### config.mk
export PLATFORM = sky130hd
export DESIGN_NAME = if_fetch_stage
export DESIGN_NICKNAME = d
export VERILOG_FILES = /design/src/rtl/riscv_pkg.sv /design/src/rtl/if_skid_buf.sv /design/src/rtl/if_fetch_stage.sv
export SDC_FILE = /design/constraint.sdc
export NUM_CORES = 1
export LEC_CHECK = 0
export ABC_CLOCK_PERIOD_IN_PS = 2800
export BUFFER_PORTS_ARGS = -buffer_cell sky130_fd_sc_hd__buf_2
export CORE_MARGIN = 5
export CORE_UTILIZATION = 48
export DETAILED_ROUTE_END_ITERATION = 10
export GPL_TIMING_DRIVEN = 0
export PLACE_DENSITY_LB_ADDON = 0.3
export SYNTH_ARGS = -nofsm -noshare
export SYNTH_HDL_FRONTEND = slang
export SYNTH_SLANG_ARGS = --single-unit
export TNS_END_PERCENT = 30
### constraint.sdc
create_clock -name clk -period 2.8 [get_ports clk]
set_input_delay 0.42 -clock clk [delete_from_list [all_inputs] [get_ports clk]]
set_output_delay 0.42 -clock clk [all_outputs]
set_load 0.05 [all_outputs]
### src/rtl/riscv_pkg.sv
// Shared definitions for the RISC-V pipeline front end.
//   XLEN_DEFAULT  : default address / PC width
//   NOP_INSTR     : bubble encoding (addi x0,x0,0)
//   fetch_state_e : instruction-fetch sequencer states
package riscv_pkg;

    localparam int          XLEN_DEFAULT = 32;
    localparam logic [31:0] NOP_INSTR    = 32'h0000_0013;

    typedef enum logic [1:0] {
        S_REQ  = 2'd0,  // issue a fetch for the current PC
        S_WAIT = 2'd1,  // request accepted, waiting for the response
        S_HOLD = 2'd2,  // response parked in the skid buffer during a stall
        S_DROP = 2'd3   // a redirect orphaned the outstanding response; discard it
    } fetch_state_e;

endpackage

### src/rtl/if_skid_buf.sv
// One-entry {pc, instr} holding register. Parks a fetched word that arrived
// while decode was stalled so it is neither lost nor fetched twice.
// Ports:
//   clk, rst          : clock, synchronous active-high reset
//   load_i            : capture pc_i / instr_i and mark the entry valid
//   clear_i           : empty the entry (wins over load_i)
//   pc_i, instr_i     : word to park
//   valid_o           : entry holds a word
//   pc_o, instr_o     : parked word
module if_skid_buf
    import riscv_pkg::*;
#(
    parameter int XLEN = XLEN_DEFAULT
) (
    input  logic            clk,
    input  logic            rst,
    input  logic            load_i,
    input  logic            clear_i,
    input  logic [XLEN-1:0] pc_i,
    input  logic [31:0]     instr_i,
    output logic            valid_o,
    output logic [XLEN-1:0] pc_o,
    output logic [31:0]     instr_o
);

    logic            valid_q;
    logic [XLEN-1:0] pc_q;
    logic [31:0]     instr_q;

    always_ff @(posedge clk) begin
        if (rst || clear_i) begin
            valid_q <= 1'b0;
        end else if (load_i) begin
            valid_q <= 1'b1;
        end
    end

    // Payload needs no reset: it is only observed while valid_q is set.
    always_ff @(posedge clk) begin
        if (load_i) begin
            pc_q    <= pc_i;
            instr_q <= instr_i;
        end
    end

    assign valid_o = valid_q;
    assign pc_o    = pc_q;
    assign instr_o = instr_q;

endmodule

### src/rtl/if_fetch_stage.sv
// Instruction-fetch stage: PC register, single-outstanding instruction
// memory request, and the IF/ID pipeline register.
// Optional feature macro: IF_STALL_CNT_EN adds the stall_cnt output and a
// saturating 32-bit counter of stalled (non-flushed) cycles.
// Ports:
//   clk, rst                     : clock, synchronous active-high reset
//   PCWrite, Reg_IF_ID_Data      : from hazard unit, 0 = hold PC / hold IF/ID
//   ex_branch_taken/_target      : redirect + flush from EX
//   imem_req, imem_addr          : fetch request (accepted when high), address = PC
//   imem_rvalid, imem_rdata      : fetch response
//   id_pc, id_instr, id_valid    : IF/ID register contents
//   stall_cnt                    : stalled-cycle counter (IF_STALL_CNT_EN only)
module if_fetch_stage
    import riscv_pkg::*;
#(
    parameter int              XLEN      = riscv_pkg::XLEN_DEFAULT,
    parameter logic [XLEN-1:0] RESET_PC  = '0,
    parameter logic [31:0]     NOP_INSTR = riscv_pkg::NOP_INSTR
) (
    input  logic            clk,
    input  logic            rst,
    input  logic            PCWrite,
    input  logic            Reg_IF_ID_Data,
    input  logic            ex_branch_taken,
    input  logic [XLEN-1:0] ex_branch_target,
    output logic            imem_req,
    output logic [XLEN-1:0] imem_addr,
    input  logic            imem_rvalid,
    input  logic [31:0]     imem_rdata,
    output logic [XLEN-1:0] id_pc,
    output logic [31:0]     id_instr,
    output logic            id_valid
`ifdef IF_STALL_CNT_EN
    ,
    output logic [31:0]     stall_cnt
`endif
);

    fetch_state_e    state_q, state_d;
    logic [XLEN-1:0] pc_q, pc_d;
    logic [XLEN-1:0] id_pc_q, id_pc_d;
    logic [31:0]     id_instr_q, id_instr_d;
    logic            id_valid_q, id_valid_d;

    logic            stall, flush;
    logic            skid_load, skid_clear, skid_valid;
    logic [XLEN-1:0] skid_pc;
    logic [31:0]     skid_instr;
    logic            deliver;
    logic [XLEN-1:0] deliver_pc;
    logic [31:0]     deliver_instr;

    assign stall = !PCWrite || !Reg_IF_ID_Data;
    assign flush = ex_branch_taken;

    // A redirect in the request cycle suppresses the fetch of the stale PC.
    assign imem_req  = (state_q == S_REQ) && !flush && !rst;
    assign imem_addr = pc_q;

    if_skid_buf #(.XLEN(XLEN)) u_skid (
        .clk     (clk),
        .rst     (rst),
        .load_i  (skid_load),
        .clear_i (skid_clear),
        .pc_i    (pc_q),
        .instr_i (imem_rdata),
        .valid_o (skid_valid),
        .pc_o    (skid_pc),
        .instr_o (skid_instr)
    );

    always_comb begin
        state_d       = state_q;
        pc_d          = pc_q;
        id_pc_d       = id_pc_q;
        id_instr_d    = id_instr_q;
        id_valid_d    = id_valid_q;
        skid_load     = 1'b0;
        skid_clear    = 1'b0;
        deliver       = 1'b0;
        deliver_pc    = pc_q;
        deliver_instr = imem_rdata;

        if (flush) begin
            pc_d       = ex_branch_target;
            id_pc_d    = '0;
            id_instr_d = NOP_INSTR;
            id_valid_d = 1'b0;
            skid_clear = 1'b1;
            // An in-flight response must be swallowed before refetching;
            // if it lands this very cycle it is simply ignored.
            case (state_q)
                S_WAIT, S_DROP: state_d = imem_rvalid ? S_REQ : S_DROP;
                default:        state_d = S_REQ;
            endcase
        end else begin
            case (state_q)
                S_REQ: state_d = S_WAIT;
                S_WAIT: begin
                    if (imem_rvalid) begin
                        if (stall) begin
                            skid_load = 1'b1;
                            state_d   = S_HOLD;
                        end else begin
                            deliver = 1'b1;
                            state_d = S_REQ;
                        end
                    end
                end
                S_HOLD: begin
                    if (!stall && skid_valid) begin
                        deliver       = 1'b1;
                        deliver_pc    = skid_pc;
                        deliver_instr = skid_instr;
                        skid_clear    = 1'b1;
                        state_d       = S_REQ;
                    end
                end
                S_DROP: begin
                    if (imem_rvalid) begin
                        state_d = S_REQ;
                    end
                end
                default: state_d = S_REQ;
            endcase

            if (deliver) begin
                id_pc_d    = deliver_pc;
                id_instr_d = deliver_instr;
                id_valid_d = 1'b1;
                pc_d       = pc_q + XLEN'(4);
            end else if (!stall) begin
                // Nothing to hand over: bubble, keeping the last id_pc.
                id_instr_d = NOP_INSTR;
                id_valid_d = 1'b0;
            end
        end
    end

    always_ff @(posedge clk) begin
        if (rst) begin
            state_q    <= S_REQ;
            pc_q       <= RESET_PC;
            id_pc_q    <= '0;
            id_instr_q <= NOP_INSTR;
            id_valid_q <= 1'b0;
        end else begin
            state_q    <= state_d;
            pc_q       <= pc_d;
            id_pc_q    <= id_pc_d;
            id_instr_q <= id_instr_d;
            id_valid_q <= id_valid_d;
        end
    end

    assign id_pc    = id_pc_q;
    assign id_instr = id_instr_q;
    assign id_valid = id_valid_q;

`ifdef IF_STALL_CNT_EN
    logic [31:0] stall_cnt_q;

    always_ff @(posedge clk) begin
        if (rst) begin
            stall_cnt_q <= '0;
        end else if (stall && !flush && (stall_cnt_q != 32'hFFFF_FFFF)) begin
            stall_cnt_q <= stall_cnt_q + 32'd1;
        end
    end

    assign stall_cnt = stall_cnt_q;
`endif

endmodule

* Word level (Yosys, flattened, before mapping)
Cells that the tools add are included.
Widths: inputs -> output; s select.
** Storage, ports and cells
- Logic and storage cells :: 60
- Bits of input ports :: 70
- Register bits :: 164
** Cells by class
- Reductions and logical operators :: 15
- Multiplexer cells :: 29
- Add/subtract/negate cells :: 1
- Eq/ne operators :: 7
** Operators by type and width (number)
- $mux 32 :: 8
- $add 32x3->32 const B :: 1
- $mux 2 :: 7
- $mux 1 :: 12
- $ne 3x3->1 const B :: 3
- $pmux 2 s4 :: 1
- $logic_not 1->1 :: 5
- $eq 2x2->1 const B :: 2
- $reduce_or 2->1 :: 2
- $logic_and 1x1->1 :: 3
- $reduce_and 3->1 :: 1
- $eq 2x1->1 const B :: 1
- $logic_not 2->1 :: 1
- $logic_or 1x1->1 :: 2
- $ne 2x1->1 const B :: 1
- $pmux 1 s2 :: 1
- $reduce_bool 2->1 :: 1

* Depth between registers and ports, before layout
Gate-level depths: netlist (run 1).
- Depth after elaboration :: 9
- Depth in mapped cells :: 8
- Mapped depth without buffers :: 6

* Cells and area by module
From an unflattened synthesis (run 1), not the netlist that was laid out.
** Unflattened totals
- Cell total of the unflattened synthesis :: 699
- Area total of the unflattened synthesis :: 6667.6 sq um
** By module, submodules not included
- if_fetch_stage :: instances 1, cells an instance 632, sequential area each 1981.9 sq um, area an instance 4712.0 sq um
- if_skid_buf :: instances 1, cells an instance 67, sequential area each 1941.9 sq um, area an instance 1955.6 sq um

* Worst setup path after synthesis (run 1)
Ideal clock, no wire load.
- Path kind :: input port to flip-flop
- From :: input ex_branch_taken
- To :: register u_skid.instr_q[0] (netlist: u_skid.instr_o[0]), enable pin
- Stages :: 3
- Setup time :: 0.428 ns
- Data required time :: 2.372 ns
- Data arrival time :: 2.292 ns
- Path slack :: 0.080 ns
- Cells stage by stage :: clkbuf_1 > inv_1 > and4_1
** On the way
- Longest elaborated chain between the ends :: 1
** Ends and longest elaborated chain
- start, declared :: RTL line if_fetch_stage.sv:24 : input logic ex_branch_taken,
- $mux 1 :: RTL line if_fetch_stage.sv:84 : if (flush) begin
- via skid_load :: RTL line if_fetch_stage.sv:46 : logic skid_load, skid_clear, skid_valid;
- end signal, assigned :: RTL line if_skid_buf.sv:42 : instr_q <= instr_i;
- end, declared :: RTL line if_skid_buf.sv:28 : logic [31:0] instr_q;
The timed path passes the listed nets, and every way through them passes these cells.
A chain may end at the register's enable or synchronous reset.

* Worst setup path after layout (run 1)
- From :: register state_q[1]
- To :: register pc_q[11] (netlist: imem_addr[11])
** On the way
- Longest elaborated chain between the ends :: 4
- Elaborated cells on any way between the ends :: 5
** Ends and longest elaborated chain
- start, declared :: RTL line if_fetch_stage.sv:39 : fetch_state_e state_q, state_d;
- start signal, assigned :: RTL line if_fetch_stage.sv:148 : state_q <= state_d;
- $eq 2x2->1 / $eq 2x1->1 (equally long branches) :: RTL line if_fetch_stage.sv:97 : case (state_q)
- $pmux 1 s2 (*) :: RTL line if_fetch_stage.sv:97
- $mux 1 (*) :: RTL line if_fetch_stage.sv:84
- $reduce_bool 2->1 (no line) (*)
- end signal, assigned :: RTL line if_fetch_stage.sv:149 : pc_q <= pc_d;
- end, declared :: RTL line if_fetch_stage.sv:40 : logic [XLEN-1:0] pc_q, pc_d;
Every way passes the cells marked *; elsewhere a longest branch is shown, timed or not. The select of a mux whose other input is x is not followed.

==> parameters.txt, run 1 <==
Parameter                              Value

Timing
  Worst hold slack ... 0.176 ns
  Setup Viol. Count Final ... 0
  RSZ-0062 raised after global routing ... no
  Post-layout worst setup margin ... 0.175 ns
  Total count of max-transition violations in the final report ... 0
  Sum of negative setup slack ... 0 ns
  Hold Violations, Final ... 0
  Worst clock skew ... 0.00898 ns
  Fmax ... 381 MHz
  Post-layout minimum cycle time ... 2.62 ns
  Share of the clock period used by the worst path ... 93.7%
  Measured slew at the worst slew-check pin ... 0.945 ns
  Worst-case headroom to the max-slew limit ... 37.0%

Status
  Run status ... finished clean

Power
  Leakage power ... 0.00354 uW
  Combinational fraction of design power ... 8.5%
  Worst ir drop on vdd ... 0.000399 V
  Design internal power ... 4350 uW
  Relative contribution of the clock network to total power ... 45.5%
  Total power after layout ... 5680 uW
  Share of total power in sequential cells ... 46.1%
  Fraction of power spent switching nets ... 23.4%
  Net Switching ... 1330 uW
  Total power per unit cell area ... 657 mW/mm^2

Worst setup path
  Worst Setup End Kind ... flip-flop
  Peak per-stage delay on the critical path ... 0.52 ns
  Maximum fanout along the worst path ... 10
  CP Data Arrival Time ... 2.94 ns
  Library cell appearing most often on the critical path ... sky130_fd_sc_hd__clkbuf_1
  Worst Path Required ... 3.12 ns
  Worst path cell trace ... inv_1 > ha_1 > nand3_2 > or4_1 > clkbuf_1 > clkbuf_1 > o211a_1 > a211o_1
  Element type at the critical path start ... flip-flop
  Critical setup path kind ... reg -> reg
  Cell with the largest stage delay on the worst path ... sky130_fd_sc_hd__or4_1

Synth
  Flip-flop cell with the highest count after synthesis ... sky130_fd_sc_hd__dfxtp_1
  Cell count after synthesis ... 621
  Net count after synthesis ... 696
  Share of synthesized flip-flops with an asynchronous set or reset ... 0%
  Distinct cells, synth ... 57
  Number of flops mapped to enable cells by yosys ... 64
  Post-synthesis cell area ... 0.00691 mm^2
  YS warnings ... 0
  Mean area per synthesized cell ... 11.1 um^2
  Synthesized flop and latch total ... 164
  Sequential cell area fraction in the yosys report ... 56.8%

Final layout
  # nets final ... 881
  Share of cells above drive strength 1 ... 27.8%
  Final core utilization ... 61.8%
  Growth of design area from synthesis to finish ... 25.0%

Place
  Placer's final routability congestion estimate ... 0.859
  Number of buffers inserted by port buffering ... 166
  Worst slack after detailed placement ... -0.0329 ns
  Estimated wirelength of the detail-placed design ... 13800 um

Floorplanning
  Y dimension of the die ... 130 um
  Site Rows ... 43
  Width of the die ... 130 um
  I/O Pins ... 168
  Effective utilization at floorplan ... 49.4%
  Die ar. ... 0.0169 mm^2
  Core region area ... 0.0140 mm^2

Routing
  Remaining number of nets flagged by the antenna check after routing ... 0
  Vias after detailed routing ... 5834
  Post-detailed-routing wire length ... 19400 um
  TritonRoute pass-1 iters ... 5
  Routed wirelength normalized by instance count ... 19.4 um
  Number of DRC markers in iteration 0 ... 513
  Routed via count divided by cell count ... 5.83
  Residual DRC count ... 0

GRT
  GRT Util Overall ... 23.1%
  Antenna violations before repair ... 0
  Largest net degree at the start of global routing ... 66
  Global-route wire length before repair ... 30100 um
  Grt total ovfl ... 0
  Number of global-route vias before repair ... 5800

CTS
  Clock Tree Root ... sky130_fd_sc_hd__clkbuf_16
  Insertion delay of the later-clocked pin in the worst-skew pair ... 0.43 ns
  PostCTS Resize Cnt ... 2
  CTS tree ... yes
  Clock slew at the register clock pins of the worst setup and hold paths ... 0.06 ns
  Total CTS buffers ... 17
  Clock sink count ... 164
  Maximum clock insertion buffer count ... 2
  Buffers inserted by post-CTS timing repair ... 0
  Hold Buf Count CTS ... 0
  Count of H-tree levels built during CTS ... 4

Job
  Reported max-cap violation count ... 0

Hold path
  Worst hold path type ... in -> reg
cell type report:
type | count | area (um^2)
Clock buffer | 23 | 479
Multi-Input combinational cell | 399 | 2770
Timing Repair Buffer | 166 | 831
Buffer | 48 | 191
Inverter | 10 | 37.5
Clock inverter | 9 | 174
Sequential cell | 164 | 3920
Tap cell | 180 | 225
Antenna cell | 2 | 5.00
Fill cell | 1149 | 5350
metal layers:
| layer | global-route usage, % | vias to the layer above | part of all wire (%) |
|---|---|---|---|
| met4 | 7.82 | 0 | 1.6 |
| li1 | - | 2728 | - |
| met1 | 29.6 | 2811 | 42 |
| met3 | 6.88 | 31 | 8.6 |
| met5 | 0 | - | 0 |
| met2 | 37.5 | 264 | 48 |
power by group through the flow:
stage,Clock (uW),Combinational (uW),Sequential [uW]
floorplan,0,191,2770
global placement,0,459,2660
detailed placement,0,475,2670
CTS,2600,478,2610
global route,2710,514,2620
finish,2580,480,2620
layout by cell type, fill, tap and decap left out, types with 4 or more instances in the layout:
cell	Yosys	routed
sky130_fd_sc_hd__mux2i_1	34	34
sky130_fd_sc_hd__ha_1	5	5
sky130_fd_sc_hd__edfxtp_1	64	64
sky130_fd_sc_hd__a211oi_1	40	40
sky130_fd_sc_hd__or3_1	5	5
sky130_fd_sc_hd__clkbuf_16	0	18
sky130_fd_sc_hd__nand2_1	23	23
sky130_fd_sc_hd__a2111oi_0	5	5
sky130_fd_sc_hd__a22oi_1	29	29
sky130_fd_sc_hd__and4_1	11	10
sky130_fd_sc_hd__inv_1	10	10
sky130_fd_sc_hd__nor3_1	4	4
sky130_fd_sc_hd__nand4_1	12	12
sky130_fd_sc_hd__buf_2	3	169
sky130_fd_sc_hd__o31ai_1	6	6
sky130_fd_sc_hd__nor4_1	4	4
sky130_fd_sc_hd__and2_1	4	4
sky130_fd_sc_hd__bufinv_16	0	5
sky130_fd_sc_hd__mux2_1	13	13
sky130_fd_sc_hd__xnor2_1	4	4
sky130_fd_sc_hd__nand3_1	14	14
sky130_fd_sc_hd__nor2_1	91	90
sky130_fd_sc_hd__clkbuf_1	40	40
sky130_fd_sc_hd__and3_1	7	7
sky130_fd_sc_hd__dfxtp_1	100	100
sky130_fd_sc_hd__a311oi_1	9	9
sky130_fd_sc_hd__or4_1	10	10
sky130_fd_sc_hd__clkbuf_2	0	6
sky130_fd_sc_hd__mux2_2	19	19
flip-flops by register name (all words and copies together), names as in the netlist:
signal	flops
id_instr	32
id_pc	32
imem_addr	32
u_skid.instr_o	32
u_skid.pc_o	32
state_q	2
id_valid	1
u_skid.valid_o	1
worst max-delay path: cells and delay by family, from the launching register on:
family | cells | cell delay [ns]
compound gates | 2 | 0.54
fa+ha+maj | 1 | 0.30
buf+inv | 3 | 0.60
flops | 1 | 0.40
simple gates | 2 | 0.66
cell usage after synthesis, drive strengths merged, types with 2 or more instances:
master   count  area [um^2]
ha           5         62.6
o211ai       3         22.5
nand3       15         80.1
dfxtp      100         2000
o21ai        2         10.0
a31oi        3         18.8
or4         10         75.1
clkbuf      40          150
nor3b        2         15.0
nor4b        3         26.3
a21oi        3         15.0
inv         10         37.5
a21o         2         15.0
o31ai        6         45.0
nor3         4         20.0
or3          5         31.3
edfxtp      64         1920
nand4       12         75.1
a2111oi      5         43.8
a311oi       9         78.8
o221ai       2         17.5
nor2        91          342
o211a        2         20.0
a211oi      40          300
buf          8         33.8
nor2b        3         18.8
and3         7         43.8
and2         4         25.0
or2          2         12.5
o22ai        3         18.8
a22oi       30          230
and4        11         96.3
o21bai       2         15.0
nand2       23         86.3
nor4         4         25.0
a2bb2oi      2         17.5
mux2        32          360
xnor2        4         35.0
xor2         3         26.3
mux2i       34          340
per-stage QoR:
step	instance area, um^2	cells
2_1_floorplan	6910	621
3_3_place_gp	7970	967
3_5_place_dp	7970	967
4_1_cts	8630	999
5_1_grt	8630	999
6_report	8640	1001
logic make-up (layout without fill, tap and decap cells):
logic type               Yosys count  after routing  share of synthesized area (%)
AO/OA/AOI/OAI                    125            125                           14.0
XOR/XNOR                           7              7                          0.887
adder cells (fa/ha/maj)            5              5                          0.905
buffers and inverters             58            256                           3.20
flip-flops                       164            164                           56.8
multiplexers                      66             66                           10.1
other                              0              2                              0
AND/OR/NAND/NOR                  196            196                           14.1
worst paths after layout:
path,startpoint,to,slack [ns],depth (start not counted)
worst min register to register,id_valid$_SDFFE_PP0P_,id_valid$_SDFFE_PP0P_,0.46,2
worst min-delay path,imem_rdata[29],u_skid.instr_o[29]$_DFFE_PP_,0.18,1
worst max register to register,state_q[1]$_SDFFE_PP0P_,imem_addr[11]$_SDFFE_PP0P_,0.18,8
worst max-delay path,state_q[1]$_SDFFE_PP0P_,imem_addr[11]$_SDFFE_PP0P_,0.18,8
No activity file was read; power rests on OpenSTA's default activity.
==> inputs of run 2 (changes only) <==
--- a/config.mk
+++ b/config.mk
@@ -6,10 +6,12 @@
 export NUM_CORES = 1
 export LEC_CHECK = 0
 export ABC_CLOCK_PERIOD_IN_PS = 2800
-export BUFFER_PORTS_ARGS = -buffer_cell sky130_fd_sc_hd__buf_2
+export CORE_ASPECT_RATIO = 1.75
 export CORE_MARGIN = 5
-export CORE_UTILIZATION = 48
+export CORE_UTILIZATION = 57
 export DETAILED_ROUTE_END_ITERATION = 10
+export DONT_BUFFER_PORTS = 1
+export GPL_ROUTABILITY_DRIVEN = 0
 export GPL_TIMING_DRIVEN = 0
 export PLACE_DENSITY_LB_ADDON = 0.3
 export SYNTH_ARGS = -nofsm -noshare
==> run 2 against run 1 <==
Clock skew grew 0.00084 ns. Fmax shrank 2.1%. Die area shrank 14%. Setup slack lost 0.056 ns. Largest power group unchanged.
==> parameters.txt, run 2 (synthesized netlist as in run 1, its figures left out) <==
Parameter                              Value

Timing
  Hold Violations, Final ... 0
  Total count of max-transition violations in the final report ... 0
  Fmax ... 373 MHz
  RSZ-0062 raised after global routing ... no
  Measured slew at the worst slew-check pin ... 0.919 ns
  Setup Viol. Count Final ... 0
  Share of the clock period used by the worst path ... 95.7%
  Worst clock skew ... 0.00983 ns
  Post-layout minimum cycle time ... 2.68 ns
  Post-layout worst setup margin ... 0.120 ns
  Worst-case headroom to the max-slew limit ... 38.8%

Power
  Share of total power in sequential cells ... 53.0%
  Worst ir drop on vdd ... 0.000391 V
  Net Switching ... 1330 uW
  Total power per unit cell area ... 679 mW/mm^2
  Fraction of power spent switching nets ... 25.6%
  Combinational fraction of design power ... 4.9%
  Leakage power ... 0.00270 uW
  Relative contribution of the clock network to total power ... 42.1%
  Design internal power ... 3860 uW

Floorplanning
  Site Rows ... 53
  Effective utilization at floorplan ... 57.9%
  Core region area ... 0.0119 mm^2
  Y dimension of the die ... 156 um
  I/O Pins ... 168
  Width of the die ... 93.2 um
  Die ar. ... 0.0145 mm^2

Final layout
  Total of fill cells in the finished design ... 926
  Combined area of the multi-input logic cells ... 0.00277 mm^2
  Sequential cell area ... 0.00393 mm^2
  Commonest cells after routing, fill and taps aside ... 98 x sky130_fd_sc_hd__dfxtp_1, 89 x sky130_fd_sc_hd__nor2_1, 64 x sky130_fd_sc_hd__edfxtp_1, 40 x sky130_fd_sc_hd__a211oi_1, 37 x sky130_fd_sc_hd__clkbuf_1
  Most common cell after layout, fill and taps aside ... sky130_fd_sc_hd__dfxtp_1
  # nets final ... 715
  Antenna diode count ... 0
  Growth of design area from synthesis to finish ... 10.7%
  Share of cells above drive strength 1 ... 9.97%
  Fin cells ... 789

Job
  Reported max-cap violation count ... 0

Worst setup path
  Critical setup path kind ... reg -> reg
  Worst Path Required ... 3.10 ns
  Cell count along the critical path ... 6
  Minimum setup slack among reg-to-reg paths ... 0.12 ns
  Setup crit end ... imem_addr[11]$_SDFFE_PP0P_
  Worst Reg2Reg Path Length in Cells ... 6
  Maximum fanout along the worst path ... 10
  Worst R2R Start ... imem_addr[5]$_SDFFE_PP0P_
  Kind of cell adding the most delay to the critical path ... flip-flops
  Element type at the critical path start ... flip-flop
  End of the worst register-to-register path ... imem_addr[11]$_SDFFE_PP0P_
  Worst setup path startpoint ... imem_addr[5]$_SDFFE_PP0P_
  CP Data Arrival Time ... 2.98 ns
  Worst Setup End Kind ... flip-flop
  Cell with the largest stage delay on the worst path ... sky130_fd_sc_hd__dfxtp_1
  Worst path cell trace ... nand4_1 > or4_1 > clkbuf_1 > clkbuf_1 > o211a_1 > a211o_1
  Worst path bufs/invs ... 2
  Library cell appearing most often on the critical path ... sky130_fd_sc_hd__clkbuf_1
  Peak per-stage delay on the critical path ... 0.82 ns

CTS
  CTS tree ... yes
  Clock sink count ... 164
  Maximum clock insertion buffer count ... 2
  Insertion delay of the later-clocked pin in the worst-skew pair ... 0.42 ns
  Count of H-tree levels built during CTS ... 4
  Buffers inserted by post-CTS timing repair ... 0
  Clock slew at the register clock pins of the worst setup and hold paths ... 0.06 ns
  Clock Tree Root ... sky130_fd_sc_hd__clkbuf_16
  Total CTS buffers ... 17

Routing
  Post-detailed-routing wire length ... 18700 um
  Remaining number of nets flagged by the antenna check after routing ... 0
  Routed wirelength normalized by instance count ... 23.7 um
  Vias after detailed routing ... 5186
  Number of DRC markers in iteration 0 ... 289
  Routed via count divided by cell count ... 6.57
  TritonRoute pass-1 iters ... 6
  Residual DRC count ... 0

GRT
  Global-route wire length before repair ... 29000 um
  Antenna violations before repair ... 0
  Number of global-route vias before repair ... 5243
  Grt total ovfl ... 0
  Largest net degree at the start of global routing ... 66
  Met1 track demand over resource ... 27.7%
  Global routing met3 resource utilization ... 8.45%
  GRT Util Overall ... 25.9%
  Most Crowded Layer GR ... met2
  Global routing met2 resource utilization ... 46.5%

Place
  Worst slack after detailed placement ... -0.115 ns
  Estimated wirelength of the detail-placed design ... 13600 um
  Placed cells ... 758
  Number of buffers inserted by port buffering ... 0

Hold path
  Worst hold path type ... in -> reg
  Worst hold path startpoint ... imem_rdata[10]

Status
  Run status ... finished clean
## run 2: cell count changes in the layout (fill, tap and decap cells not counted), moves of 2 or more
cell	delta
sky130_fd_sc_hd__clkbuf_1	-3
sky130_fd_sc_hd__bufinv_16	-4
sky130_fd_sc_hd__diode_2	-2
sky130_fd_sc_hd__clkinvlp_4	+2
sky130_fd_sc_hd__dfxtp_1	-2
sky130_fd_sc_hd__clkinv_4	+2
sky130_fd_sc_hd__clkbuf_2	-3
sky130_fd_sc_hd__buf_2	-166
sky130_fd_sc_hd__buf_1	+2
sky130_fd_sc_hd__dfxtp_2	+2
sky130_fd_sc_hd__inv_6	+3
## run 2: power groups by stage
stage	sequential (uW)	combinational, uW	clock [uW]
6_report	2750	254	2190
5_1_grt	2760	280	2330
4_1_cts	2750	251	2210
3_5_place_dp	2810	248	0
3_3_place_gp	2800	236	0
2_1_floorplan	2770	191	0
## run 2: final cells by class
cell class	instances	area share [%]
buffer	48	2.45
inverter	10	0.491
sequential	164	51.3
clock buffer	17	5.56
multi-input combinational	399	36.3
tap	137	2.24
clock inverter	14	1.68
## run 2: per-stage QoR
stage               util (%)  hold slack [ns]  power, uW  setup TNS [ns]  instance area, um^2
floorplan                  -            0.519       2960               0                 6910
global placement        59.3            0.519       3040          -45.27                 7080
detailed placement      59.4            0.519       3050          -0.129                 7090
CTS                     64.0           0.0838       5220               0                 7640
global route            64.1           0.0734       5380               0                 7650
finish                  64.1           0.0957       5200               0                 7650
## run 2: how the worst min path moves through the flow
stage | endpoint | slack [ns] | cells after the start
after global placement | u_skid.instr_o[9]$_DFFE_PP_ | 0.52 | 0
after floorplan | u_skid.instr_o[0]$_DFFE_PP_ | 0.52 | 0
after CTS | u_skid.instr_o[10]$_DFFE_PP_ | 0.08 | 0
after detailed placement | u_skid.instr_o[18]$_DFFE_PP_ | 0.52 | 0
final | u_skid.instr_o[10]$_DFFE_PP_ | 0.1 | 0
after global routing | u_skid.instr_o[10]$_DFFE_PP_ | 0.07 | 0
## run 2: worst register-to-register path, cell delays in order (launching register included)
cell	delay, ns
sky130_fd_sc_hd__dfxtp_1	0.82
sky130_fd_sc_hd__nand4_1	0.21
sky130_fd_sc_hd__or4_1	0.51
sky130_fd_sc_hd__clkbuf_1	0.21
sky130_fd_sc_hd__clkbuf_1	0.28
sky130_fd_sc_hd__o211a_1	0.28
sky130_fd_sc_hd__a211o_1	0.27
## run 2: what timing repair did
action / in CTS / in global routing
resized for setup: 3 / 5
endpoints found under the hold margin: 0 / 0
setup endpoints to repair: 2 / 45
hold buffers: 0 / 0
## run 2: layer usage
| metal | vias to the layer above | wire, um |
|---|---|---|
| met4 | 0 | 575 |
| met2 | 252 | 9810 |
| li1 | 2393 | - |
| met3 | 46 | 1550 |
| met5 | - | 0 |
| met1 | 2495 | 6750 |
